**src/rtl/seq_pkg.sv**
```systemverilog
// Shared types and defaults for the serializer and the sequence detector it feeds.
package seq_pkg;

  typedef enum logic {
    SER_IDLE  = 1'b0,
    SER_SHIFT = 1'b1
  } ser_state_t;

  // Line level while no word is shifting; the detector bench relies on the same value.
  localparam logic SER_IDLE_BIT = 1'b0;

  localparam int unsigned SER_WIDTH = 8;

endpackage

```
**src/rtl/bit_serializer.sv**
```systemverilog
// Parallel-to-serial converter with a hold register in front of the shift register,
// so consecutive words stream out at one bit per clock with no gap.
module bit_serializer
  import seq_pkg::*;
#(
  parameter int unsigned WIDTH     = SER_WIDTH,
  parameter bit          MSB_FIRST = 1'b1,
  parameter logic        IDLE_BIT  = SER_IDLE_BIT
) (
  input  logic             clk,
  input  logic             rst,
  input  logic [WIDTH-1:0] s_data,
  input  logic             s_valid,
  output logic             s_ready,
  output logic             ser_out,
  output logic             ser_valid,
  output logic             frame_last,
  output logic             busy
);

  localparam int unsigned CW = (WIDTH > 2) ? $clog2(WIDTH) : 1;
  localparam logic [CW-1:0] CNT_LAST = CW'(WIDTH - 1);

  if (WIDTH < 2) begin : g_width_check
    $error("bit_serializer: WIDTH must be at least 2");
  end

  ser_state_t       state, state_d;
  logic [WIDTH-1:0] hold, hold_d;
  logic [WIDTH-1:0] shift, shift_d;
  logic             hold_full, hold_full_d;
  logic [CW-1:0]    cnt, cnt_d;
  logic             xfer;
  logic             drain;

  assign xfer = s_valid & s_ready;

  // Next-state: drain and transfer never coincide, since drain needs hold full and transfer needs it empty.
  always_comb begin
    state_d     = state;
    hold_d      = hold;
    hold_full_d = hold_full;
    shift_d     = shift;
    cnt_d       = cnt;
    drain       = 1'b0;

    case (state)
      SER_IDLE: begin
        if (hold_full) begin
          drain   = 1'b1;
          state_d = SER_SHIFT;
        end
      end
      SER_SHIFT: begin
        if (cnt == '0) begin
          if (hold_full) drain = 1'b1;
          else           state_d = SER_IDLE;
        end else begin
          shift_d = MSB_FIRST ? (shift << 1) : (shift >> 1);
          cnt_d   = cnt - CW'(1);
        end
      end
      default: state_d = SER_IDLE;
    endcase

    if (drain) begin
      shift_d     = hold;
      cnt_d       = CNT_LAST;
      hold_full_d = 1'b0;
    end

    if (xfer) begin
      hold_d      = s_data;
      hold_full_d = 1'b1;
    end
  end

  always_ff @(posedge clk or negedge rst) begin
    if (!rst) begin
      state     <= SER_IDLE;
      hold      <= '0;
      hold_full <= 1'b0;
      shift     <= '0;
      cnt       <= '0;
    end else begin
      state     <= state_d;
      hold      <= hold_d;
      hold_full <= hold_full_d;
      shift     <= shift_d;
      cnt       <= cnt_d;
    end
  end

  // Outputs decode registered state only; s_ready has no path from the drain.
  assign s_ready    = rst & ~hold_full;
  assign ser_valid  = (state == SER_SHIFT);
  assign ser_out    = ser_valid ? (MSB_FIRST ? shift[WIDTH-1] : shift[0]) : IDLE_BIT;
  assign frame_last = ser_valid & (cnt == '0);
  assign busy       = hold_full | ser_valid;

endmodule

```
**config.mk**
```make
export PLATFORM = sky130hd
export DESIGN_NAME = bit_serializer
export DESIGN_NICKNAME = d
export VERILOG_FILES = /design/src/rtl/seq_pkg.sv /design/src/rtl/bit_serializer.sv
export SDC_FILE = /design/constraint.sdc
export NUM_CORES = 1
export LEC_CHECK = 0
export ABC_AREA = 1
export CAP_MARGIN = 20
export CORE_MARGIN = 3
export CORE_UTILIZATION = 40
export CTS_BUF_LIST = sky130_fd_sc_hd__clkbuf_8
export CTS_CLUSTER_DIAMETER = 120
export DETAILED_ROUTE_END_ITERATION = 8
export HOLD_SLACK_MARGIN = 0.15
export PLACE_DENSITY = 0.68
export SETUP_SLACK_MARGIN = 0.4
export SLEW_MARGIN = 20
export SYNTH_ARGS = -nofsm -noshare
export SYNTH_HDL_FRONTEND = slang
export SYNTH_SLANG_ARGS = --single-unit
```
**constraint.sdc**
```tcl
create_clock -name clk -period 1.49 [get_ports clk]
set_clock_uncertainty 0.15 [all_clocks]
set_input_delay 0.3725 -clock clk [delete_from_list [all_inputs] [get_ports clk]]
set_output_delay 0.3725 -clock clk [all_outputs]
set_load 0.005 [all_outputs]
```
==> results_dict.tcl, run 1 <==
set metrics [dict create \
    slew_headroom_pct 69.0 \
    tightestPinTransition_ns 0.465 \
    nFillCells 194 \
    num_antenna_cells 0 \
    min_path_type "primary input to asynchronous set/reset pin" \
    syn_inst 113 \
    routed-via-count 951 \
    cts_buffers 3 \
    p_leak_nw 0.877 \
    layout-drive-gt1-share_pct 66.0 \
    total_power_mw 3.95 \
    p_int_mw 2.27 \
    pwr-share-seq_pct 26.5 \
    fin_nets 173 \
    yosysSeqAreaShare_pct 49.6 \
    dr.pass1.iters 4 \
    start_util_pct 42.4 \
    die_area_um2 3300 \
    grt_pass1_wl_um 3960 \
    fin_ws_ns -0.128 \
    yosys-top-cells-area "dfrtp_1 50%, nand2_1 12%, nand3_2 11%, nand3_1 9.9%, buf_6 3.2%" \
    critPathLaunchType "flip-flop" \
    max_freq_mhz 618 \
    violations "setup timing" \
    synth_compound_area_share_pct 1.30 \
    io_pins 16 \
    p_comb_share_pct 63.9 \
    synth_top_family_by_area "simple AND/OR/NAND/NOR gates" \
    yosys_warnings 0 \
    fin_crit_sh_pct 109 \
    status "finished, violations left" \
    dp_slack_ns -0.598 \
    timing.final.crit_period_ns 1.62 \
    endpoint_kind "output pin" \
    final-instance-count-excl-fill 189 \
    synthDominantCellAreaShare_pct 49.6 \
    clk_latency_ns 0.26 \
    power_switching_mw 1.68 \
    whs_ns 0.139 \
    synth_xor_area_share_pct 0 \
    ff2ff_path_depth 10 \
    yosysTopAreaCell "dfrtp_1" \
    dr.max_layer_used "met4" \
    drv_cap 0 \
    remaining_drc_errors 0 \
    grt_max_degree 22 \
    multi_input_area_um2 659 \
    clock-sinks 21 \
    cp.required_ns 0.97 \
    wl_met1_um 1040 \
    critical_path_class "flip-flop to output pin" \
    drt_iter0_drc 14 \
    numPortBuffers 15 \
    synth-adder-area-share_pct 2.36 \
    seqCellArea_um2 527 \
    synthesis.area_um2 1060 \
    wirelength_um 2680 \
    synthDistinctLibCells 17 \
    die_h_um 57.5 \
    setup_viol 14 \
    first_global_vias 924 \
    dp_hpwl_um 1460 \
    synthMuxAreaShare_pct 0 \
    powerDensity_nw_per_um2 2230 \
    synthSimpleGateAreaFrac_pct 36.8 \
    arrival_ns 1.10 \
    grt_overflow_total 0 \
    core-area_um2 2500 \
    placed_cell_area_um2 1320 \
    die_x_um 57.5 \
    final_core_util_pct 71.1 \
    avgRoutedWirePerCell_um 14.2 \
    ant_nets 0 \
    route.met3.wl_um 97 \
    antenna_found_initial 0 \
    p_clk_share_pct 9.6 \
    synth_nets 126 \
    rsz0062_at_grt "yes" \
    dp.cells 164 \
    hold_viol 0 \
    met2_length_um 1450 \
    htreeDepth 1 \
    p_sw_share_pct 42.5 \
    clockBufferDepth 2 \
    fin_setup_tns_ns -0.832 \
    cts_root_buf "clkbuf_8" \
    crit_fanout 2 \
    fp-row-count 18 \
    final_max_slew_viol_count 0 \
    ir_drop_v 0.00170 \
    area_delta_synth_final_pct 67.7 \
    grt_use_total_pct 15.3 \
    synth_seq_cells 21 \
    fin_area_um2 1780 \
    viasPerCell 5.03 \
    path_clk_slew_ns 0.08 \
    gp_congestion 0.712 \
    synth.avg_cell_area_um2 9.38 \
    cts_tree "yes" \
]
[flip-flops by register name (all words and copies together), names as in the netlist]
name	cells
hold	8
shift	8
cnt	3
hold_full	1
ser_valid	1
[worst max-delay path, cell delays in order (launching register included)]
cell	delay (ns)
dfrtp_1	0.38
inv_2	0.08
ha_4	0.14
nand2_4	0.04
nor2_2	0.07
buf_2	0.12
[synthesized netlist by cell type]
master,count
o21ai_2,1
dfrtp_1,21
nand3_2,12
buf_4,1
inv_2,1
nand3_1,21
nand2_1,35
inv_1,7
ha_1,2
nor2_1,1
buf_12,1
nand2_2,3
buf_2,1
inv_6,1
buf_6,3
nor2_4,1
o21ai_1,1
[path summary, 6_finish.rpt]
check / start / end / slack, ns
min: rst / cnt[1]$_DFFE_PN0P_ / 0.14
max in group asynchronous: rst / hold_full$_DFFE_PN0P_ / 0.81
max reg2reg: cnt[0]$_DFFE_PN0P_ / shift[6]$_DFFE_PN0P_ / -0.09
min in group clk: hold[1]$_DFFE_PN0P_ / hold[1]$_DFFE_PN0P_ / 0.36
max: cnt[0]$_DFFE_PN0P_ / frame_last / -0.13
min reg2reg: hold[1]$_DFFE_PN0P_ / hold[1]$_DFFE_PN0P_ / 0.36
[power groups by stage]
| stage | combinational (mW) | sequential [mW] | clock, mW |
|---|---|---|---|
| 3_3_place_gp | 1.28 | 1.00 | 0 |
| 4_1_cts | 1.92 | 1.01 | 0.382 |
| 2_1_floorplan | 1.07 | 0.965 | 0 |
| 6_report | 2.53 | 1.05 | 0.378 |
| 3_5_place_dp | 1.33 | 1.01 | 0 |
| 5_1_grt | 2.72 | 1.07 | 0.410 |
[layout by cell type (no fill, tap or decap), drive strengths merged]
| cell | n |
|---|---|
| clkinv | 3 |
| ha | 2 |
| dlygate4sd2 | 2 |
| nand3 | 33 |
| buf | 36 |
| nor2 | 2 |
| clkbuf | 3 |
| o21ai | 2 |
| dfrtp | 21 |
| nand2 | 39 |
| clkdlybuf4s50 | 8 |
| inv | 8 |
[cell type report]
type / instances / area share (%)
Clock inverter: 1 / 0.282
Multi-Input combinational cell: 78 / 37.1
Sequential cell: 21 / 29.6
Tap cell: 30 / 2.11
Clock buffer: 3 / 2.32
Timing Repair Buffer: 46 / 24.7
Timing Repair inverter: 1 / 0.634
Inverter: 9 / 3.17
[kinds of logic after synthesis]
group | after synthesis
buffers and inverters | 15
AOI/OAI and AO/OA | 2
DFF | 21
adders and majority gates | 2
and+or+nand+nor | 73
[per-layer routing]
layer | vias to the layer above | track usage [%]
li1 | 458 | -
met4 | 0 | 6.29
met3 | 8 | 2.04
met1 | 464 | 17.2
met2 | 21 | 28.4
met5 | - | 0
[timing repair]
action / 4_1_cts / 5_1_grt
hold buffers: 0 / 0
gates cloned: 1 / 2
pin swaps: 4 / 11
gates resized for setup: 64 / 28
setup buffers: 11 / 7
setup endpoints to repair: 26 / 26
Power figures use the tool's default switching activity.
==> run 2, diff against run 1 <==
--- a/config.mk
+++ b/config.mk
@@ -6,7 +6,8 @@
 export NUM_CORES = 1
 export LEC_CHECK = 0
 export ABC_AREA = 1
-export CAP_MARGIN = 20
+export ABC_CLOCK_PERIOD_IN_PS = 1490
+export CAP_MARGIN = 40
 export CORE_MARGIN = 3
 export CORE_UTILIZATION = 40
 export CTS_BUF_LIST = sky130_fd_sc_hd__clkbuf_8
@@ -15,7 +16,6 @@
 export HOLD_SLACK_MARGIN = 0.15
 export PLACE_DENSITY = 0.68
 export SETUP_SLACK_MARGIN = 0.4
-export SLEW_MARGIN = 20
 export SYNTH_ARGS = -nofsm -noshare
 export SYNTH_HDL_FRONTEND = slang
 export SYNTH_SLANG_ARGS = --single-unit
==> results of run 2 <==
Same layout as run 1: the final DEF is identical, and so are final timing and power.
==> run 3, diff against run 2 <==
--- a/config.mk
+++ b/config.mk
@@ -8,7 +8,6 @@
 export ABC_AREA = 1
 export ABC_CLOCK_PERIOD_IN_PS = 1490
 export CAP_MARGIN = 40
-export CORE_MARGIN = 3
 export CORE_UTILIZATION = 40
 export CTS_BUF_LIST = sky130_fd_sc_hd__clkbuf_8
 export CTS_CLUSTER_DIAMETER = 120
==> run 3 against run 2 <==
The flow still finishes with violations (setup timing). Sequential power barely moved. Utilization down 3.9 points. Sequential share of layout area rose by 1.7 points. Largest cell class unchanged.
==> results_dict.tcl, run 3 (synthesis results as in run 1) <==
set metrics [dict create \
    crit_fanout 2 \
    hold_viol 0 \
    num_antenna_cells 0 \
    die_x_um 53.5 \
    fin_nets 163 \
    htreeDepth 1 \
    fin_setup_tns_ns -0.351 \
    antenna_found_initial 0 \
    fin_ws_ns -0.102 \
    status "finished, violations left" \
    timing.final.crit_period_ns 1.59 \
    mostFrequentLayoutCell "nand3_2" \
    io_pins 16 \
    remaining_drc_errors 0 \
    die_area_um2 2860 \
    endpoint_kind "output pin" \
    p_int_mw 2.00 \
    fp-row-count 18 \
    power_switching_mw 1.55 \
    arrival_ns 1.07 \
    total_power_mw 3.55 \
    setup_viol 11 \
    clk_latency_ns 0.26 \
    start_util_pct 42.4 \
    routed-via-count 888 \
    p_clk_share_pct 10.7 \
    min_path_type "primary input to asynchronous set/reset pin" \
    core-area_um2 2500 \
    dp.cells 163 \
    cts_buffers 3 \
    tightestPinTransition_ns 0.564 \
    ff2ff_setup_slack_ns -0.05 \
    p_leak_nw 0.806 \
    gp_congestion 0.677 \
    final_cell_mix "25 x nand3_2, 20 x dfrtp_1, 19 x nand2_1" \
    critical_path_class "flip-flop to output pin" \
    grt_pass1_wl_um 3760 \
    worstReg2RegEnd "cnt[2]$_DFFE_PN0P_" \
    numPortBuffers 15 \
    whs_ns 0.128 \
    slew_headroom_pct 62.4 \
    dp_hpwl_um 1370 \
    wirelength_um 2460 \
    cp.required_ns 0.97 \
    powerDensity_nw_per_um2 2110 \
    grt_use_total_pct 18.9 \
    max_freq_mhz 628 \
    ir_drop_v 0.00132 \
    violations "setup timing" \
    fin_crit_sh_pct 107 \
    area_delta_synth_final_pct 58.4 \
    drt_iter0_drc 18 \
    p_comb_share_pct 59.5 \
    cts_root_buf "clkbuf_8" \
    viasPerCell 4.96 \
    p_sw_share_pct 43.7 \
    die_h_um 53.5 \
    rsz0062_at_grt "yes" \
    final-instance-count-excl-fill 179 \
    grt_max_degree 22 \
    dp_slack_ns -0.595 \
    r2r_start "cnt[0]$_DFFE_PN0P_" \
    layout-drive-gt1-share_pct 61.7 \
    top_regs "hold (8), shift (8), cnt (3)" \
    critPathLaunchType "flip-flop" \
    first_global_vias 878 \
    ant_nets 0 \
    ff2ff_path_depth 11 \
    dr.pass1.iters 4 \
    grt_overflow_total 0 \
    drv_cap 0 \
    pwr-share-seq_pct 29.8 \
    path_clk_slew_ns 0.08 \
    final_max_slew_viol_count 0 \
    clock-sinks 21 \
    avgRoutedWirePerCell_um 13.8 \
    cts_tree "yes" \
    clockBufferDepth 2 \
]
==> run 3: changes by cell type in the layout (fill, tap and decap cells not counted), moves of 2 or more <==
cell     previous run  this run
buf_2               2         4
buf_4              17        12
buf_6              15         8
nand2_1            12        19
nand2_4            10         4
nand3_1             9         4
nand3_4             0         4
==> run 3: worst max-delay path, cell delays in order, from the launching register on <==
cell and delay [ns]:
dfrtp_1 0.37, inv_2 0.08, ha_4 0.14, nand2_4 0.05, nor2_2 0.06, buf_2 0.10
==> run 3: how the worst max path moves through the flow <==
| stage | startpoint | to | slack (ns) | cells after the start |
|---|---|---|---|---|
| CTS | cnt[0]$_DFFE_PN0P_ | frame_last | -0.11 | 5 |
| global route | cnt[1]$_DFFE_PN0P_ | frame_last | -0.14 | 5 |
| finish | cnt[0]$_DFFE_PN0P_ | frame_last | -0.10 | 5 |
| floorplan | hold_full$_DFFE_PN0P_ | busy | 0.21 | 4 |
| detailed placement | rst | s_ready | -0.59 | 4 |
| global placement | rst | s_ready | -0.60 | 4 |
==> run 3: per-layer routing <==
layer / vias to the layer above / global-route usage (%) / part of all wire [%]
li1: 435 / - / -
met3: 2 / 2.59 / 2.8
met4: 0 / 6.58 / 0.81
met2: 23 / 35.2 / 57
met1: 428 / 21.4 / 39
met5: - / 0 / 0
==> run 3: per-stage QoR <==
stage,area (um^2),utilization [%]
4_1_cts,1550,62.0
5_1_grt,1680,67.2
3_3_place_gp,1310,52.4
6_report,1680,67.2
2_1_floorplan,1110,-
3_5_place_dp,1310,52.4
==> run 3: power groups by stage <==
stage	combinational (mW)	clock (mW)	sequential (mW)
4_1_cts	1.82	0.385	1.02
3_5_place_dp	1.33	0	1.01
3_3_place_gp	1.27	0	1.00
6_report	2.11	0.380	1.06
2_1_floorplan	1.07	0	0.965
5_1_grt	2.27	0.412	1.08
==> run 3: area by class of cell <==
| cell class | count | area, um^2 |
|---|---|---|
| clock buffer | 3 | 41.3 |
| clock inverter | 1 | 5.00 |
| fill | 183 | 821 |
| inverter | 9 | 48.8 |
| multi-input combinational | 78 | 667 |
| sequential | 21 | 527 |
| tap | 30 | 37.5 |
| timing repair buffer | 37 | 353 |
==> run 3: timing repair <==
item,in CTS,in global routing
gates resized for setup,59,23
endpoints found under the setup margin,26,26
buffers inserted,8,2
pin swaps,8,12
endpoints found under the hold margin,21,12
cloned,2,0
